--- src/rtl/sound_pkg.sv ---
// Shared constants and the frame-word builder for the I2S transmit path.
// Samples are left-justified inside each channel slot and zero-padded below.
package sound_pkg;

    localparam int I2S_SLOT_BITS_DEFAULT = 32;
    localparam int I2S_BCLK_DIV_DEFAULT  = 4;
    localparam int I2S_MAX_SLOT_BITS     = 64;

    typedef logic [I2S_MAX_SLOT_BITS-1:0]   i2s_slot_t;
    typedef logic [2*I2S_MAX_SLOT_BITS-1:0] i2s_frame_t;

    // Result sits in the low 2*slot_bits bits: {l, pad, r, pad}. No sign extension.
    function automatic i2s_frame_t i2s_frame_word(
        input i2s_slot_t l,
        input i2s_slot_t r,
        input int        in_width,
        input int        slot_bits
    );
        i2s_slot_t  mask;
        i2s_frame_t w;
        mask = (i2s_slot_t'(1) << in_width) - i2s_slot_t'(1);
        w = (i2s_frame_t'(l & mask) << (2*slot_bits - in_width))
          | (i2s_frame_t'(r & mask) << (slot_bits - in_width));
        return w;
    endfunction

endpackage

--- src/rtl/sound_i2s_clkgen.sv ---
// BCLK generator: divides the system clock and flags the cycle in which
// BCLK is about to be driven low, which is when all serial outputs advance.
module sound_i2s_clkgen
    import sound_pkg::*;
#(
    parameter int BCLK_DIV = I2S_BCLK_DIV_DEFAULT
) (
    input  logic clk,
    input  logic rst,
    output logic bclk,
    output logic fall_evt
);

    localparam int            CW   = (BCLK_DIV > 1) ? $clog2(BCLK_DIV) : 1;
    localparam logic [CW-1:0] TERM = CW'(BCLK_DIV - 1);

    if (BCLK_DIV < 1) begin : g_bad_div
        $error("sound_i2s_clkgen: BCLK_DIV must be >= 1");
    end

    logic [CW-1:0] cnt;
    logic          term;

    assign term     = (cnt == TERM);
    assign fall_evt = term & bclk;

    always_ff @(posedge clk or posedge rst) begin
        if (rst) begin
            cnt  <= '0;
            bclk <= 1'b0;
        end else if (term) begin
            cnt  <= '0;
            bclk <= ~bclk;
        end else begin
            cnt  <= cnt + 1'b1;
        end
    end

endmodule

--- src/rtl/sound_i2s_tx.sv ---
// I2S bus-master transmitter: one stereo frame of 2*SLOT_BITS bit clocks,
// data delayed one BCLK after each LRCK transition, MSB first.
module sound_i2s_tx
    import sound_pkg::*;
#(
    parameter int IN_WIDTH  = 16,
    parameter int SLOT_BITS = I2S_SLOT_BITS_DEFAULT,
    parameter int BCLK_DIV  = I2S_BCLK_DIV_DEFAULT
) (
    input  logic                CLK,
    input  logic                RESET,
    input  logic [IN_WIDTH-1:0] IN_L,
    input  logic [IN_WIDTH-1:0] IN_R,
    input  logic                MUTE,
    output logic                BCLK,
    output logic                LRCK,
    output logic                SDATA,
    output logic                SAMPLE_REQ
);

    localparam int            FW      = 2 * SLOT_BITS;
    localparam int            BW      = $clog2(FW);
    localparam logic [BW-1:0] B_LAST  = BW'(FW - 1);
    localparam logic [BW-1:0] B_LOAD  = BW'(1);
    localparam logic [BW-1:0] B_RIGHT = BW'(SLOT_BITS);

    if (IN_WIDTH < 1 || IN_WIDTH > SLOT_BITS) begin : g_bad_width
        $error("sound_i2s_tx: IN_WIDTH must be in 1..SLOT_BITS");
    end
    if (SLOT_BITS > I2S_MAX_SLOT_BITS) begin : g_bad_slot
        $error("sound_i2s_tx: SLOT_BITS exceeds I2S_MAX_SLOT_BITS");
    end

    logic          fall_evt;
    logic [BW-1:0] bit_idx;
    logic [BW-1:0] bit_idx_nxt;
    logic [FW-1:0] shreg;
    logic [FW-1:0] frame;

    sound_i2s_clkgen #(
        .BCLK_DIV (BCLK_DIV)
    ) u_clkgen (
        .clk      (CLK),
        .rst      (RESET),
        .bclk     (BCLK),
        .fall_evt (fall_evt)
    );

    // SAMPLE_REQ is a strobe with no back-pressure: IN_L/IN_R/MUTE are taken
    // in the SAMPLE_REQ-raising cycle, so the producer must hold them valid then.
    always_comb begin
        bit_idx_nxt = (bit_idx == B_LAST) ? '0 : bit_idx + 1'b1;
        frame       = MUTE ? '0
                           : FW'(i2s_frame_word(i2s_slot_t'(IN_L), i2s_slot_t'(IN_R),
                                                IN_WIDTH, SLOT_BITS));
    end

    always_ff @(posedge CLK or posedge RESET) begin
        if (RESET) begin
            bit_idx    <= '0;
            LRCK       <= 1'b0;
            SDATA      <= 1'b0;
            SAMPLE_REQ <= 1'b0;
            shreg      <= '0;
        end else begin
            SAMPLE_REQ <= 1'b0;
            if (fall_evt) begin
                bit_idx <= bit_idx_nxt;
                LRCK    <= (bit_idx_nxt >= B_RIGHT);
                // Loading at b==1 yields the one-BCLK I2S delay; the previous
                // right LSB has just gone out at b==0.
                if (bit_idx_nxt == B_LOAD) begin
                    SDATA      <= frame[FW-1];
                    shreg      <= frame << 1;
                    SAMPLE_REQ <= 1'b1;
                end else begin
                    SDATA <= shreg[FW-1];
                    shreg <= shreg << 1;
                end
            end
        end
    end

endmodule

--- config.mk ---
export PLATFORM = sky130hd
export DESIGN_NAME = sound_i2s_tx
export DESIGN_NICKNAME = d
export VERILOG_FILES = /design/src/rtl/sound_pkg.sv /design/src/rtl/sound_i2s_clkgen.sv /design/src/rtl/sound_i2s_tx.sv
export SDC_FILE = /design/constraint.sdc
export NUM_CORES = 1
export LEC_CHECK = 0
export ABC_AREA = 1
export CAP_MARGIN = 20
export CORE_MARGIN = 3
export CORE_UTILIZATION = 55
export DETAILED_ROUTE_END_ITERATION = 8
export PLACE_DENSITY_LB_ADDON = 0.25
export REMOVE_ABC_BUFFERS = 1
export SYNTH_ARGS = -nofsm -noshare
export SYNTH_HDL_FRONTEND = slang
export SYNTH_HIERARCHICAL = 1
export SYNTH_SLANG_ARGS = --single-unit
--- constraint.sdc ---
create_clock -name CLK -period 1.95 [get_ports CLK]
set_input_delay 0.195 -clock CLK [delete_from_list [all_inputs] [get_ports CLK]]
set_output_delay 0.195 -clock CLK [all_outputs]
set_load 0.005 [all_outputs]
# After elaboration in Yosys (flattened, before gate mapping)
# Index checks and enable logic that the tools add are counted.
[classes]
muxes = 7
bitwise = 3
add_sub_neg = 2
eq_ne = 3
order_cmp = 1
[op_table]
columns = ["op", "n"]
rows = [
  ["$mux 64", 2],
  ["$or 64x32->64", 1],
  ["$add 6x1->6 const B", 1],
  ["$eq 6x1->1 const B", 1],
  ["$eq 6x6->1 const B", 1],
  ["$ge 6x6->1 const B", 1],
  ["$mux 6", 1],
  ["$mux 1", 3],
  ["$add 2x1->2 const B", 1],
  ["$eq 2x2->1 const B", 1],
  ["$mux 2", 1],
  ["$and 1x1->1", 1],
  ["$not 1->1", 1],
]
[totals]
out_inout_bits = 4
word_cells = 23
in_bits = 35
ff_bits = 76

# Logic depth before layout (Yosys ltp)
# Gate-level depths: netlist (run 1).
[depth]
ltp_word = 5
mapped_depth = 13
ltp_nobuf = 11

# Cells and area by module
# The synthesis (run 1) kept the hierarchy.
[by_module_without_submodules]
columns = ["module", "n_inst", "seq_area_each_um2", "cells_each", "area_each_um2"]
rows = [
  ["sound_i2s_tx", 1, 1401.3, 404, 2889.0],
  ["sound_i2s_clkgen", 1, 75.1, 13, 121.4],
]

# Worst setup path after synthesis (run 1)
# Ideal clock, no wire load.
[synth_path]
path_kind = "register to register"
start = "register bit_idx[0]"
end = "register shreg[33]"
path_stages_with_launch = 12
setup_ns = 0.118
required_time_ns = 1.832
t_arrival_ns = 1.549
path_buffers = 2
setup_slack_ns = 0.283
synth_period_minus_slack_ns = 1.667
path_cell_list = "dfrtp_1 > ha_1 > inv_1 > nand2_1 > a21oi_1 > nand2_1 > nor2_4 > nand2_2 > buf_6 > buf_2 > nand3_1 > nand2_1"
[synth_between]
elab_chain_cells = 4
word_cells_on_any_way = 5
classes_between = "1 x add/sub; 2 x eq/ne; 2 x mux"
[synth_lines]
columns = ["element", "line", "rtl"]
rows = [
  ["start: declaration", "sound_i2s_tx.sv:35", "logic [BW-1:0] bit_idx;"],
  ["start signal: assignment", "sound_i2s_tx.sv:68", "bit_idx <= bit_idx_nxt;"],
  ["$add 6x1->6 / $eq 6x6->1 (equally long branches)", "sound_i2s_tx.sv:52", "bit_idx_nxt = (bit_idx == B_LAST) ? '0 : bit_idx + 1'b1;"],
  ["$mux 6 *", "sound_i2s_tx.sv:52", ""],
  ["$eq 6x1->1 *", "sound_i2s_tx.sv:72", "if (bit_idx_nxt == B_LOAD) begin"],
  ["$mux 64 *", "sound_i2s_tx.sv:72", ""],
  ["end signal: assignment", "sound_i2s_tx.sv:74", "shreg <= frame << 1;"],
  ["end signal: assignment", "sound_i2s_tx.sv:78", "shreg <= shreg << 1;"],
  ["end: declaration", "sound_i2s_tx.sv:37", "logic [FW-1:0] shreg;"],
]
# Every way passes the cells marked *; elsewhere a longest branch is shown, timed or not.
# A chain may end at the register's enable or synchronous reset.

# Final worst setup path (run 1)
[layout_path]
start = "register bit_idx[0]"
end = "register shreg[31]"
# Same word-level chain as after synthesis.

==> results of run 1 <==
## state kept, by name (all words and copies together), names as in the netlist
signal / cells
LRCK: 1
SAMPLE_REQ: 1
SDATA: 1
bit_idx: 6
shreg: 47
u_clkgen/bclk: 1
u_clkgen/cnt: 2
## cells in the final DEF (no fill, tap or decap), types with 2 or more instances in the layout
| master | netlist | layout |
|---|---|---|
| inv_2 | 1 | 2 |
| clkdlybuf4s50_1 | 0 | 38 |
| nand4_1 | 2 | 2 |
| clkbuf_8 | 0 | 11 |
| buf_4 | 0 | 5 |
| nand2_1 | 177 | 177 |
| dfrtp_1 | 59 | 58 |
| clkinv_2 | 0 | 2 |
| nand3_1 | 84 | 84 |
| nor2_1 | 5 | 5 |
| ha_1 | 3 | 3 |
| buf_12 | 0 | 4 |
| inv_1 | 47 | 46 |
| o21ai_0 | 7 | 7 |
## repair_timing
item | in CTS | in global routing
gates resized for setup | 0 | 6
setup buffers | 0 | 0
setup endpoints to repair | 0 | 34
## final timing paths
check / slack (ns) / to / startpoint / cells past startpoint
min in group CLK: 0.42 / shreg[17] / IN_R[0] / 3
min: 0.08 / u_clkgen/cnt[1] / RESET / 2
max reg2reg: 0.15 / shreg[31] / bit_idx[0] / 11
min reg2reg: 0.43 / u_clkgen/cnt[0] / u_clkgen/cnt[0] / 1
max in group asynchronous: 1.32 / bit_idx[0] / RESET / 3
max: 0.15 / shreg[31] / bit_idx[0] / 11
## cell families after synthesis
family                   after synthesis  share of synthesized area
AO/OA/AOI/OAI                          9                     0.0154
adder cells (fa/ha/maj)                3                     0.0125
buffers and inverters                 75                      0.102
flip-flops                            59                      0.490
AND/OR/NAND/NOR                      271                      0.380
## per-layer routing
metal | share of wire | GRT usage
met5 | 0 | 0
met4 | 0.011 | 0.0676
met3 | 0.044 | 0.0643
met2 | 0.48 | 0.367
met1 | 0.46 | 0.280
## power by group through the flow
stage | registers (W) | logic [W] | clock network, W
floorplan | 0.00129 | 0.0000765 | 0
global placement | 0.00129 | 0.000169 | 0
detailed placement | 0.00129 | 0.000172 | 0
CTS | 0.00127 | 0.000174 | 0.00115
global route | 0.00127 | 0.000194 | 0.00120
finish | 0.00127 | 0.000171 | 0.00113
## cell type report
type	instances	area, um2
fill	419	1510
sequential	59	1480
multi-input combinational	283	1230
timing repair buffer	48	509
inverter	49	184
clock buffer	12	155
tap	70	87.6
clock inverter	4	48.8
## stage by stage
step,utilization,cells,worst slack [ns],area (um2),hold slack (ns)
2_1_floorplan,-,391,-0.417,2890,-0.0514
3_3_place_gp,0.666,509,0.0910,3470,0.412
3_5_place_dp,0.666,509,0.0674,3470,0.422
4_1_cts,0.706,525,0.0528,3670,0.0651
5_1_grt,0.710,525,-0.00607,3690,0.0883
6_report,0.710,525,0.148,3690,0.0782
## worst register-to-register path: stages, from the launching register on
cell and delay (ns):
dfrtp_2 0.44, ha_1 0.23, inv_1 0.06, nand2_1 0.06, a21oi_1 0.14, nand2_1 0.11
nor2_4 0.18, nand2_4 0.13, buf_12 0.18, nand2_1 0.07, nand3_1 0.06, nand2_1 0.09
==> flow_metrics.env, run 1 <==
export IMPL_finalMaxSlewViolations=0
export IMPL_cp_arrival_ns=2.07
export IMPL_max_cap_violations=0
export IMPL_wl_mm=6.30
export IMPL_vias=2651
export IMPL_path_clk_slew_ns=0.06
export IMPL_ys_ff_latch=59
export IMPL_status="finished clean"
export IMPL_synth_top_area_share=0.490
export IMPL_grt_pass1_wl_mm=11.0
export IMPL_detail_route_antenna_nets=0
export IMPL_start_util=0.578
export IMPL_skew_ns=0.00684
export IMPL_cts_root_buf="clkbuf_8"
export IMPL_fp_dieArea_mm2=0.00640
export IMPL_fin_crit_ns=1.80
export IMPL_crit_slowest_cell="dfrtp_2"
export IMPL_grtUsageTotal=0.222
export IMPL_first_pass_iters=4
export IMPL_overflow=0
export IMPL_synth_area_leader_cell="dfrtp_1"
export IMPL_yosysSeqAreaShare=0.490
export IMPL_tns_ns=0
export IMPL_final_nets=488
export IMPL_worstSetupPathType="reg2reg"
export IMPL_setup_viol=0
export IMPL_hp_class="in2async"
export IMPL_p_int_w=0.00200
export IMPL_clockBufferDepth=2
export IMPL_p_leak_nw=1.99
export IMPL_grt_max_degree=43
export IMPL_yosysMostFrequentCell="nand2_1"
export IMPL_fp_dieH_um=80.0
export IMPL_synth_edf_count=0
export IMPL_synthFlopType="dfrtp_1"
export IMPL_drt_iter0_drc=148
export IMPL_core_area_mm2=0.00520
export IMPL_peakVddDrop_mv=0.364
export IMPL_synth_common_cells="nand2_1 (177), nand3_1 (84), dfrtp_1 (59), inv_1 (47), clkbuf_1 (14)"
export IMPL_cts_tree="done"
export IMPL_avgRoutedWirePerCell_um=12.0
export IMPL_worstPathMaxFanout=21
export IMPL_pwr_share_comb=0.067
export IMPL_clock_sinks=59
export IMPL_period_share=0.924
export IMPL_path_cells="ha_1, inv_1, nand2_1, a21oi_1, nand2_1, nor2_4, nand2_4, buf_12, nand2_1, nand3_1, nand2_1"
export IMPL_drc=0
export IMPL_fmax_ghz=0.555
export IMPL_async_flop_share=1.00
export IMPL_finalWeightedCongestion=0.840
export IMPL_ys_top_cells_by_area="dfrtp_1 (49%), nand2_1 (22%), nand3_1 (14%)"
export IMPL_relSlewSlack=0.371
export IMPL_worstMarginPinSlew_ns=0.942
export IMPL_io_pins=39
export IMPL_cpPeakStageDelay_ns=0.44
export IMPL_path_common_cell="nand2_1"
export IMPL_powerDensity_mw_per_mm2=695
export IMPL_cts_made_buffers=9
export IMPL_crit_buf_inv=2
export IMPL_cp_start_kind="flip-flop"
export IMPL_hold_viol=0
export IMPL_clk_latency_ns=0.33
export IMPL_layout_drive_gt1_share=0.0681
export IMPL_port_buffers=38
export IMPL_viasPerCell=5.05
export IMPL_swShare=0.219
export IMPL_p_total_w=0.00257
export IMPL_syn2layout_area_growth_pct=22.7
export IMPL_pwr_share_seq=0.494
export IMPL_clockPowerShare=0.439
export IMPL_endpoint_kind="flip-flop"
export IMPL_synthCells=417
export IMPL_cts_hold_buf=0
export IMPL_diodes=0
export IMPL_grt_pass1_vias=2503
export IMPL_fp_row_count=26
export IMPL_die_width_um=80.0
export IMPL_dp_hpwl_mm=4.06
export IMPL_path_delay_family="simple AND/OR/NAND/NOR gates"
export IMPL_htreeDepth=3
export IMPL_syn_avg_cell_area_um2=7.22
export IMPL_yosysUniqueCellTypes=19
export IMPL_p_sw_w=0.000563
export IMPL_syn_area_mm2=0.00301
export IMPL_yosys_warnings=6
export IMPL_cp_required_ns=2.22
export IMPL_antenna_found_initial=0
(Power assumes the default switching activity.)
==> inputs of run 2 (changes only) <==
--- a/config.mk
+++ b/config.mk
@@ -7,11 +7,12 @@
 export LEC_CHECK = 0
 export ABC_AREA = 1
 export CAP_MARGIN = 20
-export CORE_MARGIN = 3
+export CORE_MARGIN = 8
 export CORE_UTILIZATION = 55
 export DETAILED_ROUTE_END_ITERATION = 8
 export PLACE_DENSITY_LB_ADDON = 0.25
 export REMOVE_ABC_BUFFERS = 1
+export SLEW_MARGIN = 25
 export SYNTH_ARGS = -nofsm -noshare
 export SYNTH_HDL_FRONTEND = slang
 export SYNTH_HIERARCHICAL = 1
==> flow_metrics.env, run 2 (synthesis gave the netlist of run 1 again) <==
export IMPL_status="finished clean"
export IMPL_clock_sinks=59
export IMPL_path_common_cell="nand2_1"
export IMPL_grtUsageTotal=0.162
export IMPL_vias=2656
export IMPL_rsz0062_at_grt="no"
export IMPL_grt_pass1_vias=2541
export IMPL_setup_viol=0
export IMPL_p_int_w=0.00186
export IMPL_drt_iter0_drc=199
export IMPL_hp_class="in2async"
export IMPL_diodes=0
export IMPL_pwr_share_seq=0.533
export IMPL_antenna_found_initial=0
export IMPL_period_share=0.899
export IMPL_viasPerCell=5.07
export IMPL_dp_worst_setup_slack_ns=0.227
export IMPL_first_pass_iters=4
export IMPL_final_area_mm2=0.00367
export IMPL_relSlewSlack=0.746
export IMPL_die_width_um=90.0
export IMPL_hold_viol=0
export IMPL_start_util=0.557
export IMPL_cp_arrival_ns=1.96
export IMPL_layout_common_cells="nand2_1 (177), nand3_1 (84), dfrtp_1 (59)"
export IMPL_post_cts_buffers=0
export IMPL_syn2layout_area_growth_pct=21.8
export IMPL_ctsResizeCount=0
export IMPL_port_buffers=38
export IMPL_reg2reg_slack_ns=0.20
export IMPL_endpoint_kind="flip-flop"
export IMPL_fp_dieArea_mm2=0.00810
export IMPL_wl_mm=6.25
export IMPL_skew_ns=0.00648
export IMPL_io_pins=39
export IMPL_pwr_share_comb=0.071
export IMPL_layout_commonest_cell="nand2_1"
export IMPL_fp_dieH_um=90.0
export IMPL_drc=0
export IMPL_cts_root_buf="clkbuf_8"
export IMPL_clk_latency_ns=0.32
export IMPL_finalWeightedCongestion=0.862
export IMPL_grt_pass1_wl_mm=11.1
export IMPL_fp_row_count=27
export IMPL_reg2reg_from="bit_idx[0]"
export IMPL_worstMarginPinSlew_ns=0.381
export IMPL_layout_drive_gt1_share=0.0619
export IMPL_postPlaceCellArea_mm2=0.00350
export IMPL_cts_made_buffers=9
export IMPL_path_delay_family="simple AND/OR/NAND/NOR gates"
export IMPL_nFillCells=464
export IMPL_largest_register_ffs=47
export IMPL_clockBufferDepth=2
export IMPL_critPathLaunch="bit_idx[0]"
export IMPL_peakVddDrop_mv=0.478
export IMPL_htreeDepth=3
export IMPL_r2r_cells=12
export IMPL_finalMaxSlewViolations=0
export IMPL_reg2reg_to="shreg[50]"
export IMPL_max_cap_violations=0
export IMPL_worstPathMaxFanout=28
export IMPL_clockPowerShare=0.396
export IMPL_p_sw_w=0.000525
export IMPL_cpPeakStageDelay_ns=0.44
export IMPL_worstSetupPathType="reg2reg"
export IMPL_crit_buf_inv=2
export IMPL_core_area_mm2=0.00541
export IMPL_powerDensity_mw_per_mm2=649
export IMPL_dp_hpwl_mm=4.06
export IMPL_swShare=0.221
export IMPL_cp_start_kind="flip-flop"
export IMPL_path_clk_slew_ns=0.06
export IMPL_fmax_ghz=0.570
export IMPL_cts_tree="done"
export IMPL_crit_slowest_cell="dfrtp_1"
export IMPL_path_cells="ha_1, nand2_1, clkinv_1, nand2_1, nand2_1, nand2_1, nor2_4, nand2_2, buf_12, nand2_1, nand3_1, nand2_1"
export IMPL_avgRoutedWirePerCell_um=11.9
export IMPL_detail_route_antenna_nets=0
export IMPL_overflow=0
export IMPL_final_nets=487
export IMPL_cts_hold_buf=0
export IMPL_top_regs="shreg: 47 flops, bit_idx: 6 flops, u_clkgen/cnt: 2 flops"
export IMPL_grt_max_degree=57
export IMPL_worst_slack_ns=0.197
export IMPL_largest_register="shreg"
export IMPL_fin_crit_ns=1.75
export IMPL_p_leak_nw=1.97
export IMPL_cp_required_ns=2.16
run 2: layer usage:
metal | share of wire | track usage | wire [um]
met5 | 0 | 0 | 0
met4 | 0.017 | 0.0749 | 104
met3 | 0.050 | 0.0441 | 310
met2 | 0.47 | 0.259 | 2940
met1 | 0.46 | 0.199 | 2900
run 2: through the flow:
stage / power (W) / hold slack [ns] / utilization / cells / setup TNS, ns
2_1_floorplan: 0.00136 / -0.0514 / - / 391 / -19.02
3_3_place_gp: 0.00146 / 0.412 / 0.648 / 510 / 0
3_5_place_dp: 0.00146 / 0.421 / 0.648 / 510 / 0
4_1_cts: 0.00241 / 0.0720 / 0.678 / 524 / 0
5_1_grt: 0.00249 / 0.102 / 0.678 / 524 / 0
6_report: 0.00238 / 0.0820 / 0.678 / 524 / 0
run 2: final cells by class:
class / instances / area [um2] / share of cell area
Sequential cell: 59 / 1480 / 0.403
Multi-Input combinational cell: 283 / 1230 / 0.335
Timing Repair Buffer: 47 / 523 / 0.143
Inverter: 49 / 184 / 0.0502
Clock buffer: 11 / 151 / 0.0413
Tap cell: 72 / 90.1 / 0.0246
Clock inverter: 3 / 15.0 / 0.00409
run 2: power groups by stage:
stage          clock, W  sequential [W]  combinational (W)
2_1_floorplan         0         0.00129          0.0000765
3_3_place_gp          0         0.00129           0.000170
3_5_place_dp          0         0.00129           0.000171
4_1_cts        0.000972         0.00127           0.000172
5_1_grt         0.00102         0.00127           0.000194
6_report       0.000943         0.00127           0.000169
run 2: worst max-delay path by stage:
| stage | end | depth (start not counted) |
|---|---|---|
| after floorplan | bit_idx[4] | 6 |
| after global placement | shreg[48] | 10 |
| after detailed placement | shreg[50] | 12 |
| after CTS | shreg[60] | 10 |
| after global routing | shreg[49] | 12 |
| final | shreg[50] | 12 |
